--- config.mk ---
export PLATFORM = sky130hd
export DESIGN_NAME = shift_issue_stage
export DESIGN_NICKNAME = d
export VERILOG_FILES = /design/src/rtl/shift_pkg.sv /design/src/rtl/shift_skid_buf.sv /design/src/rtl/shift_issue_stage.sv
export SDC_FILE = /design/constraint.sdc
export NUM_CORES = 1
export LEC_CHECK = 0
export CAP_MARGIN = 10
export CELL_PAD_IN_SITES_DETAIL_PLACEMENT = 0
export CELL_PAD_IN_SITES_GLOBAL_PLACEMENT = 1
export CORE_ASPECT_RATIO = 1.5
export CORE_UTILIZATION = 43
export CTS_CLUSTER_DIAMETER = 60
export DETAILED_ROUTE_END_ITERATION = 16
export HOLD_SLACK_MARGIN = 0.12
export PLACE_DENSITY_LB_ADDON = 0.1
export SKIP_LAST_GASP = 1
export SYNTH_ARGS = -nofsm -noshare
export SYNTH_HDL_FRONTEND = slang
export SYNTH_SLANG_ARGS = --single-unit
--- constraint.sdc ---
create_clock -name clk -period 5.6 [get_ports clk]
set_input_delay 1.12 -clock clk [delete_from_list [all_inputs] [get_ports clk]]
set_output_delay 1.12 -clock clk [all_outputs]
set_load 0.02 [all_outputs]
--- src/rtl/shift_pkg.sv ---
// shift_pkg
//   Shared definitions for the RV32 shift issue stage:
//   - shift-type encodings used between decode and the shifter
//   - funct3 / funct7 values that identify the shift instructions
//   - state encoding of the two-entry output buffer
package shift_pkg;

  localparam logic [1:0] SHIFT_SRL = 2'b00;
  localparam logic [1:0] SHIFT_SLL = 2'b01;
  localparam logic [1:0] SHIFT_SRA = 2'b10;

  localparam logic [2:0] FUNCT3_SLL = 3'b001;
  localparam logic [2:0] FUNCT3_SR  = 3'b101;

  localparam logic [6:0] FUNCT7_BASE = 7'b0000000;
  localparam logic [6:0] FUNCT7_ALT  = 7'b0100000;

  typedef enum logic [1:0] {
    BUF_EMPTY = 2'b00,
    BUF_ONE   = 2'b01,
    BUF_FULL  = 2'b10
  } buf_state_e;

endpackage

--- src/rtl/shift_skid_buf.sv ---
// shift_skid_buf
//   Two-entry skid buffer (main entry M, skid entry S). Output data is
//   always taken from M; S only holds a second item while the consumer
//   stalls. in_ready is a flop so it does not depend combinationally on
//   out_ready.
//
//   Handshake: a transfer happens on a rising edge where valid and ready
//   are both high; the producer holds valid and data steady until that
//   edge, and ready never depends on valid.
//
// Ports:
//   clk, rst             clock, synchronous active-high reset
//   in_valid/in_ready    producer side
//   in_data  [W-1:0]     payload to store
//   out_ready            consumer accepts (out_valid = state_dbg != BUF_EMPTY)
//   out_data [W-1:0]     payload in M
//   state_dbg [1:0]      current buffer state (buf_state_e encoding)
module shift_skid_buf
  import shift_pkg::*;
#(
  parameter int W = 38
) (
  input  logic         clk,
  input  logic         rst,
  input  logic         in_valid,
  output logic         in_ready,
  input  logic [W-1:0] in_data,
  input  logic         out_ready,
  output logic [W-1:0] out_data,
  output logic [1:0]   state_dbg
);

  buf_state_e   state_q, state_d;
  logic [W-1:0] m_q, m_d;
  logic [W-1:0] s_q, s_d;
  logic         in_ready_q;
  logic         in_xfer;
  logic         out_xfer;

  assign in_xfer  = in_valid && in_ready_q;
  assign out_xfer = (state_q != BUF_EMPTY) && out_ready;

  always_comb begin
    state_d = state_q;
    m_d     = m_q;
    s_d     = s_q;
    case (state_q)
      BUF_EMPTY: begin
        if (in_xfer) begin
          m_d     = in_data;
          state_d = BUF_ONE;
        end
      end
      BUF_ONE: begin
        if (in_xfer && out_xfer) begin
          m_d = in_data;
        end else if (in_xfer) begin
          s_d     = in_data;
          state_d = BUF_FULL;
        end else if (out_xfer) begin
          state_d = BUF_EMPTY;
        end
      end
      BUF_FULL: begin
        // in_ready is low here, so only the drain case matters.
        if (out_xfer) begin
          m_d     = s_q;
          state_d = BUF_ONE;
        end
      end
      default: state_d = BUF_EMPTY;
    endcase
  end

  always_ff @(posedge clk) begin
    if (rst) begin
      state_q    <= BUF_EMPTY;
      m_q        <= '0;
      s_q        <= '0;
      in_ready_q <= 1'b1;
    end else begin
      state_q    <= state_d;
      m_q        <= m_d;
      s_q        <= s_d;
      // Registered form of (state != FULL): computed from the next state.
      in_ready_q <= (state_d != BUF_FULL);
    end
  end

  assign in_ready  = in_ready_q;
  assign out_data  = m_q;
  assign state_dbg = state_q;

endmodule

--- src/rtl/shift_issue_stage.sv ---
// shift_issue_stage
//   Registered RV32 shift execution stage. Decodes SLL/SRL/SRA (register
//   and immediate forms) from funct3/funct7, evaluates the shift and
//   stores {result, rd, illegal} in a two-entry skid buffer. One-cycle
//   latency, one result per cycle while out_ready is high.
//
//   Optional build macro SHIFT_ILLEGAL_CHECK_EN: when defined, non-shift
//   encodings are flagged through out_illegal with a zero result; when
//   undefined out_illegal is 0 and funct3[2] alone picks left/right.
//
// Ports:
//   clk, rst                     clock, synchronous active-high reset
//   in_valid / in_ready          request handshake (in_ready registered)
//   in_rs1, in_rs2               operand and register shift amount source
//   in_imm_shamt, in_is_imm      immediate shift amount and its select
//   in_funct3, in_funct7, in_rd  decode fields and destination tag
//   out_valid / out_ready        result handshake
//   out_result, out_rd, out_illegal  result payload
module shift_issue_stage
  import shift_pkg::*;
#(
  parameter int XLEN  = 32,
  parameter int TAG_W = 5
) (
  input  logic             clk,
  input  logic             rst,
  input  logic             in_valid,
  output logic             in_ready,
  input  logic [XLEN-1:0]  in_rs1,
  input  logic [XLEN-1:0]  in_rs2,
  input  logic [4:0]       in_imm_shamt,
  input  logic             in_is_imm,
  input  logic [2:0]       in_funct3,
  input  logic [6:0]       in_funct7,
  input  logic [TAG_W-1:0] in_rd,
  output logic             out_valid,
  input  logic             out_ready,
  output logic [XLEN-1:0]  out_result,
  output logic [TAG_W-1:0] out_rd,
  output logic             out_illegal
);

  localparam int PW = XLEN + TAG_W + 1;

  logic [1:0]      shift_type;
  logic            illegal;
  logic [4:0]      shamt;
  logic [XLEN-1:0] shift_res;
  logic [XLEN-1:0] result;
  logic [PW-1:0]   buf_in;
  logic [PW-1:0]   buf_out;
  logic [1:0]      buf_state;
  logic            unused_bits;

  assign shamt = in_is_imm ? in_imm_shamt : in_rs2[4:0];

`ifdef SHIFT_ILLEGAL_CHECK_EN
  always_comb begin
    shift_type = SHIFT_SRL;
    illegal    = 1'b1;
    case (in_funct3)
      FUNCT3_SLL: begin
        shift_type = SHIFT_SLL;
        illegal    = (in_funct7 != FUNCT7_BASE);
      end
      FUNCT3_SR: begin
        shift_type = in_funct7[5] ? SHIFT_SRA : SHIFT_SRL;
        illegal    = !((in_funct7 == FUNCT7_BASE) || (in_funct7 == FUNCT7_ALT));
      end
      default: illegal = 1'b1;
    endcase
  end
  assign unused_bits = ^in_rs2[XLEN-1:5];
`else
  always_comb begin
    shift_type = SHIFT_SRL;
    illegal    = 1'b0;
    if (!in_funct3[2]) begin
      shift_type = SHIFT_SLL;
    end else if (in_funct7[5]) begin
      shift_type = SHIFT_SRA;
    end
  end
  assign unused_bits = ^{in_rs2[XLEN-1:5], in_funct3[1:0], in_funct7[6], in_funct7[4:0]};
`endif

  always_comb begin
    case (shift_type)
      SHIFT_SLL: shift_res = in_rs1 << shamt;
      SHIFT_SRA: shift_res = $unsigned($signed(in_rs1) >>> shamt);
      default:   shift_res = in_rs1 >> shamt;
    endcase
  end

  // Illegal requests still occupy a buffer slot, but carry a zero result.
  assign result = illegal ? '0 : shift_res;
  assign buf_in = {result, in_rd, illegal};

  shift_skid_buf #(
    .W(PW)
  ) u_buf (
    .clk       (clk),
    .rst       (rst),
    .in_valid  (in_valid),
    .in_ready  (in_ready),
    .in_data   (buf_in),
    .out_ready (out_ready),
    .out_data  (buf_out),
    .state_dbg (buf_state)
  );

  assign out_valid = (buf_state != BUF_EMPTY);
  assign {out_result, out_rd, out_illegal} = buf_out;

endmodule

# ---- Word-level counts from Yosys, hierarchy flattened
# Index checks and enable logic that the tools add are counted.
dict set report op_classes {
  eq_ne 8
  n_div 0
  n_shift 3
  bitwise 1
  mul 0
  order_cmp 0
  n_mux 14
  addsub 0
  reduce_logical 8
}
# operator n
set op_table {}
lappend op_table {{two-way mux 38 bit} 3}
lappend op_table {{case mux 38 bit (3 select lines)} 1}
lappend op_table {{case mux 32 bit (2 select lines)} 1}
lappend op_table {{<< shifter 32 x 5 -> 32 bit} 1}
lappend op_table {{right shift 32 x 5 -> 32 bit} 1}
lappend op_table {{>>> shifter 32 x 5 -> 32 bit} 1}
lappend op_table {{two-way mux 2 bit} 7}
lappend op_table {{inequality test 2 x 1 -> 1 bit (second input constant)} 3}
lappend op_table {{case mux 2 bit (3 select lines)} 1}
lappend op_table {{two-way mux 5 bit} 1}
lappend op_table {{equality test 2 x 1 -> 1 bit (second input constant)} 2}
lappend op_table {{equality test 2 bit (second input constant)} 2}
lappend op_table {{AND reduction 4 bit} 1}
lappend op_table {{logical AND 1 bit} 3}
lappend op_table {{AND reduction 3 bit} 1}
lappend op_table {{nonzero test 3 bit} 1}
lappend op_table {{zero test 2 bit} 1}
lappend op_table {{inequality test 2 bit (second input constant)} 1}
lappend op_table {{nonzero test 2 bit} 1}
lappend op_table {{inverter 1 bit} 1}
dict set report totals {
  latchBits 0
  reg_bits 78
  word_cells 38
  n_memories 0
  inputBits 89
  ram_bits 0
  romBits 0
}

# ---- Logic depth before layout (Yosys ltp)
# Gate-level depths: netlist of run 1.
dict set report depth {
  word_depth 7
  depth_mapped 11
  ltp_nobuf 7
}

# ---- Cells and area by module
# From an unflattened synthesis of run 1, not the netlist that was laid out.
dict set report unflattened {
  cells_unflattened 879
  area_unflattened_um2 7534.7
}
# mod seq_area_each_um2 cells_per_inst n_inst area_per_inst_um2
set by_module_without_submodules {}
lappend by_module_without_submodules {shift_issue_stage 0.0 525 1 4316.6}
lappend by_module_without_submodules {shift_skid_buf 1581.5 354 1 3218.1}

# ---- Worst setup path before layout of run 1
# OpenSTA, ideal clock, no wires.
dict set report synth_path {
  path_kind {input to register}
  startpoint {input port in_is_imm}
  endpoint {register u_buf.m_q[17], in the netlist u_buf.out_data[17]}
  arrival_time_ns 3.047
  path_slack_ns 2.421
  path_buffers 2
  cell_stages 9
  cell_sequence {buf_6 > mux2i_4 > buf_12 > mux2i_2 > mux2i_4 > a221oi_1 > o32ai_2 > a221oi_1 > nor3_1}
}
dict set report synth_between {
  elab_chain_len 5
  word_cells_on_any_way 8
  classes_between {shift (3); mux (5)}
}
# element line_no
set synth_rtl {}
lappend synth_rtl {{start: declaration} shift_issue_stage.sv:32} ;# input logic in_is_imm,
lappend synth_rtl {{two-way mux 5 bit (*)} shift_issue_stage.sv:55} ;# assign shamt = in_is_imm ? in_imm_shamt : in_rs2[4:0];
lappend synth_rtl {{right shift 32 x 5 -> 32 bit (tied with other cells)} shift_issue_stage.sv:91} ;# default: shift_res = in_rs1 >> shamt;
lappend synth_rtl {{case mux 32 bit (2 select lines) (*)} shift_issue_stage.sv:88} ;# case (shift_type)
lappend synth_rtl {{two-way mux 38 bit, on equally long branches} {shift_skid_buf.sv:55, shift_skid_buf.sv:49}}
lappend synth_rtl {{case mux 38 bit (3 select lines) (*)} shift_skid_buf.sv:47} ;# case (state_q)
lappend synth_rtl {{end signal: assignment} shift_skid_buf.sv:83} ;# m_q <= m_d;
lappend synth_rtl {{end: declaration} shift_skid_buf.sv:34} ;# logic [W-1:0] m_q, m_d;
# Every way passes the cells marked *; elsewhere a longest branch is shown, timed or not. The select of a mux whose other input is x is not followed.
# A chain may end at the register's enable or synchronous reset.

# ---- Worst setup path after layout of run 1
dict set report layout_path {
  startpoint {input port in_is_imm}
  endpoint {register u_buf.m_q[30], in the netlist u_buf.out_data[30]}
}
# Same word-level chain as after synthesis.

==> impl_metrics.json, run 1 <==
{
  "portBuffers": 92,
  "ys_seq_area_share_pct": 20.4,
  "grt_overflow": 0,
  "ios": 129,
  "hold_buffers": 0,
  "final_common_cell": "nand2_1",
  "reg2reg_to": "u_buf.out_data[31]$_SDFFE_PP0P_",
  "dp_cells": 1225,
  "finalSetupTns_ns": 0,
  "synth_seq_cells": 77,
  "vias": 8410,
  "maxCapViolCount": 0,
  "synth_area_per_cell_um2": 7.74,
  "final_util_pct": 51.3,
  "drtAntennaViolNets": 0,
  "routedWlPerCell_um": 26.5,
  "grt_pass1_vias": 7783,
  "viasPerCell": 6.78,
  "cts-root-buf": "clkbuf_16",
  "rsz0062_at_grt": "false",
  "dpl.hpwl_mm": 24.7,
  "clock_latency_ns": 0.33,
  "hold_ws_ns": 0.455,
  "worstSetupStartpoint": "in_is_imm",
  "slew_headroom_pct": 40.2,
  "htreeDepth": 3,
  "cts.path.max_buffers": 2,
  "async_reset_ff_share_pct": 0,
  "layout.cells.non_filler": 1240,
  "synthCells": 977,
  "hold_class": "register to register",
  "antenna_cells": 0,
  "arrival_ns": 4.70,
  "drc": 0,
  "postCtsSetupRepairBufs": 0,
  "required_ns": 5.79,
  "cp-end-kind": "register",
  "tightestPinTransition_ns": 0.895,
  "fin_ws_ns": 1.09,
  "setup_violations": 0,
  "power_density_nw_per_um2": 236,
  "dr.pass1.iters": 6,
  "r2r.worst_path.cells": 6,
  "fp.dieW_um": 110,
  "start_kind": "input port",
  "min_to": "u_buf.s_q[16]$_SDFFE_PP0P_",
  "power.leakage_nw": 3.25,
  "clk_pin_slew_worst_paths_ns": 0.06,
  "cts_inserted_buffers": 9,
  "core.rowCount": 59,
  "stdcell_area_um2": 8860,
  "drive_gt1_share_pct": 10.7,
  "synth_edf_count": 0,
  "maxSlewViolCount": 0,
  "antenna_found_initial": 0,
  "holdPathStages": 2,
  "period_share_pct": 80.5,
  "place.gp.congestion": 1.04,
  "core-area_um2": 17300,
  "layout_common_cells": "nand2_1 (122), nor2_1 (98), mux2i_1 (95), clkdlybuf4s50_1 (92), dfxtp_1 (77)",
  "cts_resized": 0,
  "grt_start_max_net_pins": 54,
  "drt-total-wl_mm": 32.8,
  "r2r-start": "u_buf.state_dbg[0]$_SDFF_PP0_",
  "synth_nets": 1066,
  "ys.flop_type": "dfxtp_1",
  "max_freq_ghz": 0.222,
  "fp.dieArea_um2": 18100,
  "rrSetupSlack_ns": 3.39,
  "worstPathMaxFanout": 45,
  "crit_type": "input port to register",
  "netlist_area_um2": 7560,
  "power_mw": 2.09,
  "yosysWarnings": 0,
  "grt_usage_pct": 36.6,
  "hold_violations": 0,
  "vdd.ir_drop.worst_v": 0.000246,
  "dpl_cell_area_um2": 8570,
  "fin_crit_ns": 4.51,
  "yosysUniqueCellTypes": 73,
  "status": "finished clean",
  "dpl_worst_slack_ns": 0.875,
  "final_nets": 1112,
  "drt_iter0_drc": 776,
  "skew_ns": 0.00556,
  "area_growth_syn_to_layout_pct": 17.1,
  "grt_pass1_wl_mm": 48.4,
  "die_y_um": 164,
  "cts_sinks": 77,
  "initial_core_util_pct": 43.8,
  "min-delay-start": "u_buf.s_q[16]$_SDFFE_PP0P_",
  "cts_tree": "built"
}
flip-flops by register name, indices dropped and copies added, names as in the netlist:
| signal | flops |
|---|---|
| u_buf.in_ready | 1 |
| u_buf.out_data | 37 |
| u_buf.s_q | 37 |
| u_buf.state_dbg | 2 |
critical path: stages:
cell and delay (ns):
clkdlybuf4s50_1 0.77, mux2_4 0.69, mux4_2 0.61, a222oi_1 0.61
a2111oi_0 0.24, a31oi_1 0.45, a311oi_1 0.16
worst max-delay path by stage:
stage,endpoint,slack [ns]
floorplan,u_buf.out_data[17]$_SDFFE_PP0P_,2.42
global placement,u_buf.out_data[30]$_SDFFE_PP0P_,0.91
detailed placement,u_buf.out_data[21]$_SDFFE_PP0P_,0.88
CTS,u_buf.out_data[21]$_SDFFE_PP0P_,1.17
global route,u_buf.out_data[21]$_SDFFE_PP0P_,0.98
finish,u_buf.out_data[30]$_SDFFE_PP0P_,1.09
report_power, final:
group	leakage, nW	switching, mW	internal [mW]
Clock	0.138	0.217	0.340
Sequential	0.630	0.0202	0.587
Combinational	2.48	0.582	0.340
Total	3.25	0.819	1.27
cell families (layout without fill, tap and decap cells):
group	Yosys count	in the layout	share of synthesized area, %
flip-flops	77	77	20.4
AO/OA/AOI/OAI	323	323	28.5
other	1	1	0.0496
buffers and inverters	93	143	6.54
multiplexers	145	145	24.4
AND/OR/NAND/NOR	338	338	20.1
cell type report:
class / count / area (µm²)
Multi-Input combinational cell: 807 / 5570
Clock buffer: 10 / 229
Clock inverter: 5 / 52.6
Inverter: 5 / 18.8
Tap cell: 213 / 267
Sequential cell: 77 / 1540
Fill cell: 1766 / 8420
Timing Repair Buffer: 123 / 1180
cell usage after synthesis (all sizes together), types with 4 or more instances:
cell / count / share of area [%]
nand2: 122 / 6.1
mux2i: 104 / 15
nor2: 99 / 4.9
dfxtp: 77 / 20
a21oi: 69 / 4.7
o21ai: 67 / 4.4
clkbuf: 45 / 2.2
buf: 43 / 4.1
nor3: 43 / 3.0
o22ai: 31 / 2.6
a31oi: 28 / 2.3
mux4: 23 / 7.1
nand3: 19 / 1.3
mux2: 18 / 2.8
a211oi: 17 / 1.8
a311oi: 16 / 1.9
a22oi: 14 / 1.4
nor4: 12 / 0.99
or3: 12 / 0.99
o31ai: 11 / 1.1
o211ai: 10 / 0.99
and2: 7 / 0.58
a2111oi: 6 / 0.78
nand4: 6 / 0.50
o221ai: 6 / 0.69
a21o: 5 / 0.50
a221oi: 5 / 0.74
a22o: 5 / 0.58
a32oi: 5 / 0.58
inv: 5 / 0.25
o32ai: 5 / 0.68
o22a: 4 / 0.46
or2: 4 / 0.33
metal layers:
metal	routed length [µm]	GRT usage, %	part of all wire [%]
met3	1780	3.99	5.4
met1	12900	44.0	39
met2	15700	60.4	48
met4	2470	24.7	7.5
met5	0	0	0
Power figures use the tool's default switching activity.
==> run 2: changes to the inputs <==
--- a/config.mk
+++ b/config.mk
@@ -9,7 +9,7 @@
 export CELL_PAD_IN_SITES_DETAIL_PLACEMENT = 0
 export CELL_PAD_IN_SITES_GLOBAL_PLACEMENT = 1
 export CORE_ASPECT_RATIO = 1.5
-export CORE_UTILIZATION = 43
+export CORE_UTILIZATION = 40
 export CTS_CLUSTER_DIAMETER = 60
 export DETAILED_ROUTE_END_ITERATION = 16
 export HOLD_SLACK_MARGIN = 0.12
==> constraint.sdc (replaced) <==
create_clock -name clk -period 4.23 [get_ports clk]
set_input_delay 0.846 -clock clk [delete_from_list [all_inputs] [get_ports clk]]
set_output_delay 0.846 -clock clk [all_outputs]
set_load 0.02 [all_outputs]
==> impl_metrics.json, run 2 (synthesis results as in run 1) <==
{
  "status": "finished clean",
  "fp.dieW_um": 114,
  "required_ns": 4.43,
  "initial_core_util_pct": 40.8,
  "place.gp.congestion": 1.02,
  "max_freq_ghz": 0.268,
  "cts_sinks": 77,
  "dr.pass1.iters": 5,
  "grt_usage_pct": 35.5,
  "nFillCells": 1909,
  "hold_buffers": 0,
  "grt_overflow": 0,
  "crit_type": "input port to register",
  "drt-total-wl_mm": 34.0,
  "finalSetupTns_ns": 0,
  "cts.path.max_buffers": 2,
  "rrSetupSlack_ns": 2.02,
  "setup_violations": 0,
  "period_share_pct": 88.0,
  "fp.dieArea_um2": 19500,
  "final_common_cell": "nand2_1",
  "maxCapViolCount": 0,
  "multi_input_area_um2": 5570,
  "postCtsSetupRepairBufs": 0,
  "clock_latency_ns": 0.34,
  "core-area_um2": 18500,
  "drt_iter0_drc": 787,
  "rsz0062_at_grt": "false",
  "die_y_um": 170,
  "vdd.ir_drop.worst_v": 0.000141,
  "cts_tree": "built",
  "grt_pass1_vias": 8166,
  "dpl.hpwl_mm": 26.4,
  "drive_gt1_share_pct": 15.2,
  "portBuffers": 92,
  "maxSlewViolCount": 0,
  "drtAntennaViolNets": 0,
  "grt_pass1_wl_mm": 51.2,
  "cts_inserted_buffers": 9,
  "arrival_ns": 3.92,
  "fin_crit_ns": 3.72,
  "antenna_cells": 0,
  "cts_resized": 0,
  "routedWlPerCell_um": 25.5,
  "area_growth_syn_to_layout_pct": 24.5,
  "core.rowCount": 61,
  "viasPerCell": 6.44,
  "worstPathMaxFanout": 22,
  "skew_ns": 0.00589,
  "htreeDepth": 3,
  "layout_common_cells": "nand2_1 (122), nor2_1 (98), mux2i_1 (95), clkdlybuf4s50_1 (92), buf_4 (81)",
  "seq_area_um2": 1540,
  "vias": 8591,
  "cp-end-kind": "register",
  "cts-root-buf": "clkbuf_16",
  "grt_start_max_net_pins": 54,
  "power.leakage_nw": 3.56,
  "antenna_found_initial": 0,
  "start_kind": "input port",
  "power_mw": 2.99,
  "clk_pin_slew_worst_paths_ns": 0.06,
  "hold_violations": 0,
  "slew_headroom_pct": 37.7,
  "hold_class": "register to register",
  "tightestPinTransition_ns": 0.934,
  "ios": 129,
  "power_density_nw_per_um2": 318,
  "final_nets": 1167,
  "drc": 0
}
[run 2: changes by cell type in the layout (fill, tap and decap cells not counted), sizes merged]
cell | previous run | this run
clkbuf | 10 | 12
bufinv | 1 | 3
clkinv | 3 | 1
buf | 31 | 86
clkinvlp | 1 | 0
[run 2: worst max-delay path, stage by stage]
cell and delay, ns:
clkdlybuf4s50_1 0.60, mux2i_4 0.32, buf_12 0.22, buf_4 0.19, mux2i_1 0.24, o22ai_1 0.19
nor3_1 0.38, nor2_1 0.16, a311oi_1 0.49, buf_4 0.21, a21oi_1 0.06
[run 2: area by class of cell]
type	instances	area share, %
Multi-Input combinational cell	807	59.1
Timing Repair Buffer	178	17.3
Sequential cell	77	16.4
Tap cell	252	3.35
Clock buffer	12	2.62
Clock inverter	4	1.01
Inverter	5	0.199
[run 2: path summary, 6_finish.rpt]
kind | startpoint | to | depth (start not counted)
hold / removal | u_buf.s_q[3]$_SDFFE_PP0P_ | u_buf.s_q[3]$_SDFFE_PP0P_ | 2
setup reg to reg | u_buf.state_dbg[0]$_SDFF_PP0_ | u_buf.out_data[4]$_SDFFE_PP0P_ | 8
hold reg to reg | u_buf.s_q[3]$_SDFFE_PP0P_ | u_buf.s_q[3]$_SDFFE_PP0P_ | 2
setup / recovery | in_is_imm | u_buf.s_q[9]$_SDFFE_PP0P_ | 11
[run 2: through the flow]
step	cells	setup WS, ns	hold slack (ns)	util (%)	instance area (µm²)
after floorplan	977	1.32	0.437	-	7560
after global placement	1319	0.204	0.442	48.9	9070
after detailed placement	1319	0.206	0.447	48.9	9070
final	1335	0.506	0.456	50.8	9420
after CTS	1335	0.563	0.454	50.8	9420
after global routing	1335	0.329	0.481	50.8	9420
[run 2: metal layers]
| metal | GRT usage, % | part of all wire [%] | up-vias |
|---|---|---|---|
| met5 | 0 | 0 | - |
| met4 | 23.2 | 7.0 | 0 |
| met3 | 4.84 | 4.9 | 119 |
| met2 | 60.3 | 49 | 387 |
| met1 | 41.4 | 39 | 4117 |
| li1 | - | - | 3968 |
[run 2: power by group]
group	switching [mW]	total, mW	internal [mW]
Combinational	0.791	1.30	0.513
Clock	0.295	0.887	0.592
Sequential	0.0264	0.804	0.778
Total	1.11	2.99	1.88
==> RTL edit, RTL diff (config.mk and constraints of run 2) <==
Change the parameter `XLEN` from 32 to 64.
--- a/src/rtl/shift_issue_stage.sv
+++ b/src/rtl/shift_issue_stage.sv
@@ -19,7 +19,7 @@
 module shift_issue_stage
   import shift_pkg::*;
 #(
-  parameter int XLEN  = 32,
+  parameter int XLEN  = 64,
   parameter int TAG_W = 5
 ) (
   input  logic             clk,
Ports: changed (resized in_rs1, in_rs2 and out_result); port bits go from 129 to 225. The function was not compared with the original's and may differ.
==> RTL edit against run 2 <==
- via count grew 90%
- first-iteration DRC count increased to 2.5 times the old value
- largest power group unchanged
- design area up 90%
- area after synthesis rose by 87%
- sequential cell count is 64 higher
- utilization increased by 0.62 points
- setup slack worse by 0.19 ns
- power is 98% higher
- routed wire length grew 100%
- sequential power up 85%
- final cell count rose by 86%
==> RTL edit: results (changes against run 2) <==
* Status: completed
- The share of layout cells above drive strength 1 was 19.8% (+4.6 points).
* Arrival time of the worst setup path: 4.19 ns (+0.27 ns)
- Detailed Routing Iterations Pass 1: 6 (+1)
* Tot GR Track Use: 37.6% (+2.1 points)
- Slew at the pin closest to its max-slew limit: 1.13 ns (+0.191 ns)
* Cell with the biggest individual delay on the critical path: sky130_fd_sc_hd__mux4_1
* Wire length of the first global-routing pass: 102 mm (+99%)
* Post-route met1 wirelength: 27.2 mm (+100%)
* Clock Skews: 0.00989 ns (+0.00400 ns)
- Final weighted congestion in routability-driven placement: 1.01 (-1.3%)
- The worst ir drop on vdd was 273 µV (+93%).
- The via count of the first global-routing pass is 15600 (+91%).
- Syn nets: 1931 (+81%)
- The static leakage power came to 6.91 nW (+94%).
- The per-cell routed wire length was 27.4 µm (+7.4%).
- The share of synthesized area spent on multiplexers came to 25.3% (+0.83 points).
- The cell depth of the worst flop-to-flop path is 4 (-4).
* Share of the synthesized area in compound gates (AO/OA/AOI/OAI): 30.6% (+2.0 points)
* Average vias per placed instance: 6.59 (+2.4%)
- The largest net degree at the start of global routing was 106 (+96%).
- Endpoint of the worst-slack reg-to-reg timing path: u_buf.out_data[38]
- The most critical setup path has its endpoint at u_buf.out_data[13].
- Detail Route met2 WL: 32.5 mm (+97%)
- The path with the worst hold slack has its endpoint at u_buf.out_data[18].
- The largest fanout on the critical path is 29 (+32%).
- R2R Setup Slk: 1.51 ns (-0.51 ns)
==> RTL edit: cell types whose count changed after synthesis, sizes merged, moves of 27 or more <==
cell | before | now
o21ai | 67 | 140
buf | 43 | 84
nand3 | 19 | 60
nand2 | 122 | 258
mux2i | 104 | 161
mux4 | 23 | 70
nor2 | 99 | 126
clkbuf | 45 | 104
a22oi | 14 | 48
a21oi | 69 | 122
dfxtp | 77 | 141
==> RTL edit: through the flow <==
step                worst slack, ns  cell area [µm²]  hold WS [ns]  std cells
finish                        0.318            17900         0.451       2480
global route                  0.219            17900         0.465       2480
CTS                           0.373            17900         0.451       2480
detailed placement          -0.0862            17300         0.442       2448
global placement            -0.0919            17300         0.438       2448
floorplan                      1.14            14100         0.432       1778
==> RTL edit: cell type report <==
class | count | area share (%)
multi-input cells | 1443 | 57.7
repair buffers | 385 | 19.7
flip-flops and latches | 141 | 15.7
well taps | 473 | 3.30
clock buffers | 19 | 2.53
clock inverters | 13 | 0.900
inverters | 6 | 0.126
==> RTL edit: per-layer routing <==
layer,vias up,GRT usage (%)
li1,7345,-
met1,7937,48.0
met2,901,62.3
met3,165,4.57
met4,0,18.3
met5,-,0
==> RTL edit: power breakdown <==
group / switching (mW) / internal (mW)
clock: 0.593 / 0.960
combinational: 1.74 / 1.17
sequential: 0.0550 / 1.43
total: 2.38 / 3.56
==> RTL edit: cells by family after synthesis <==
logic type / count (synthesis)
flip-flops: 141
AO/OA/AOI/OAI: 636
other: 1
buffers and inverters: 194
multiplexers: 259
AND/OR/NAND/NOR: 547
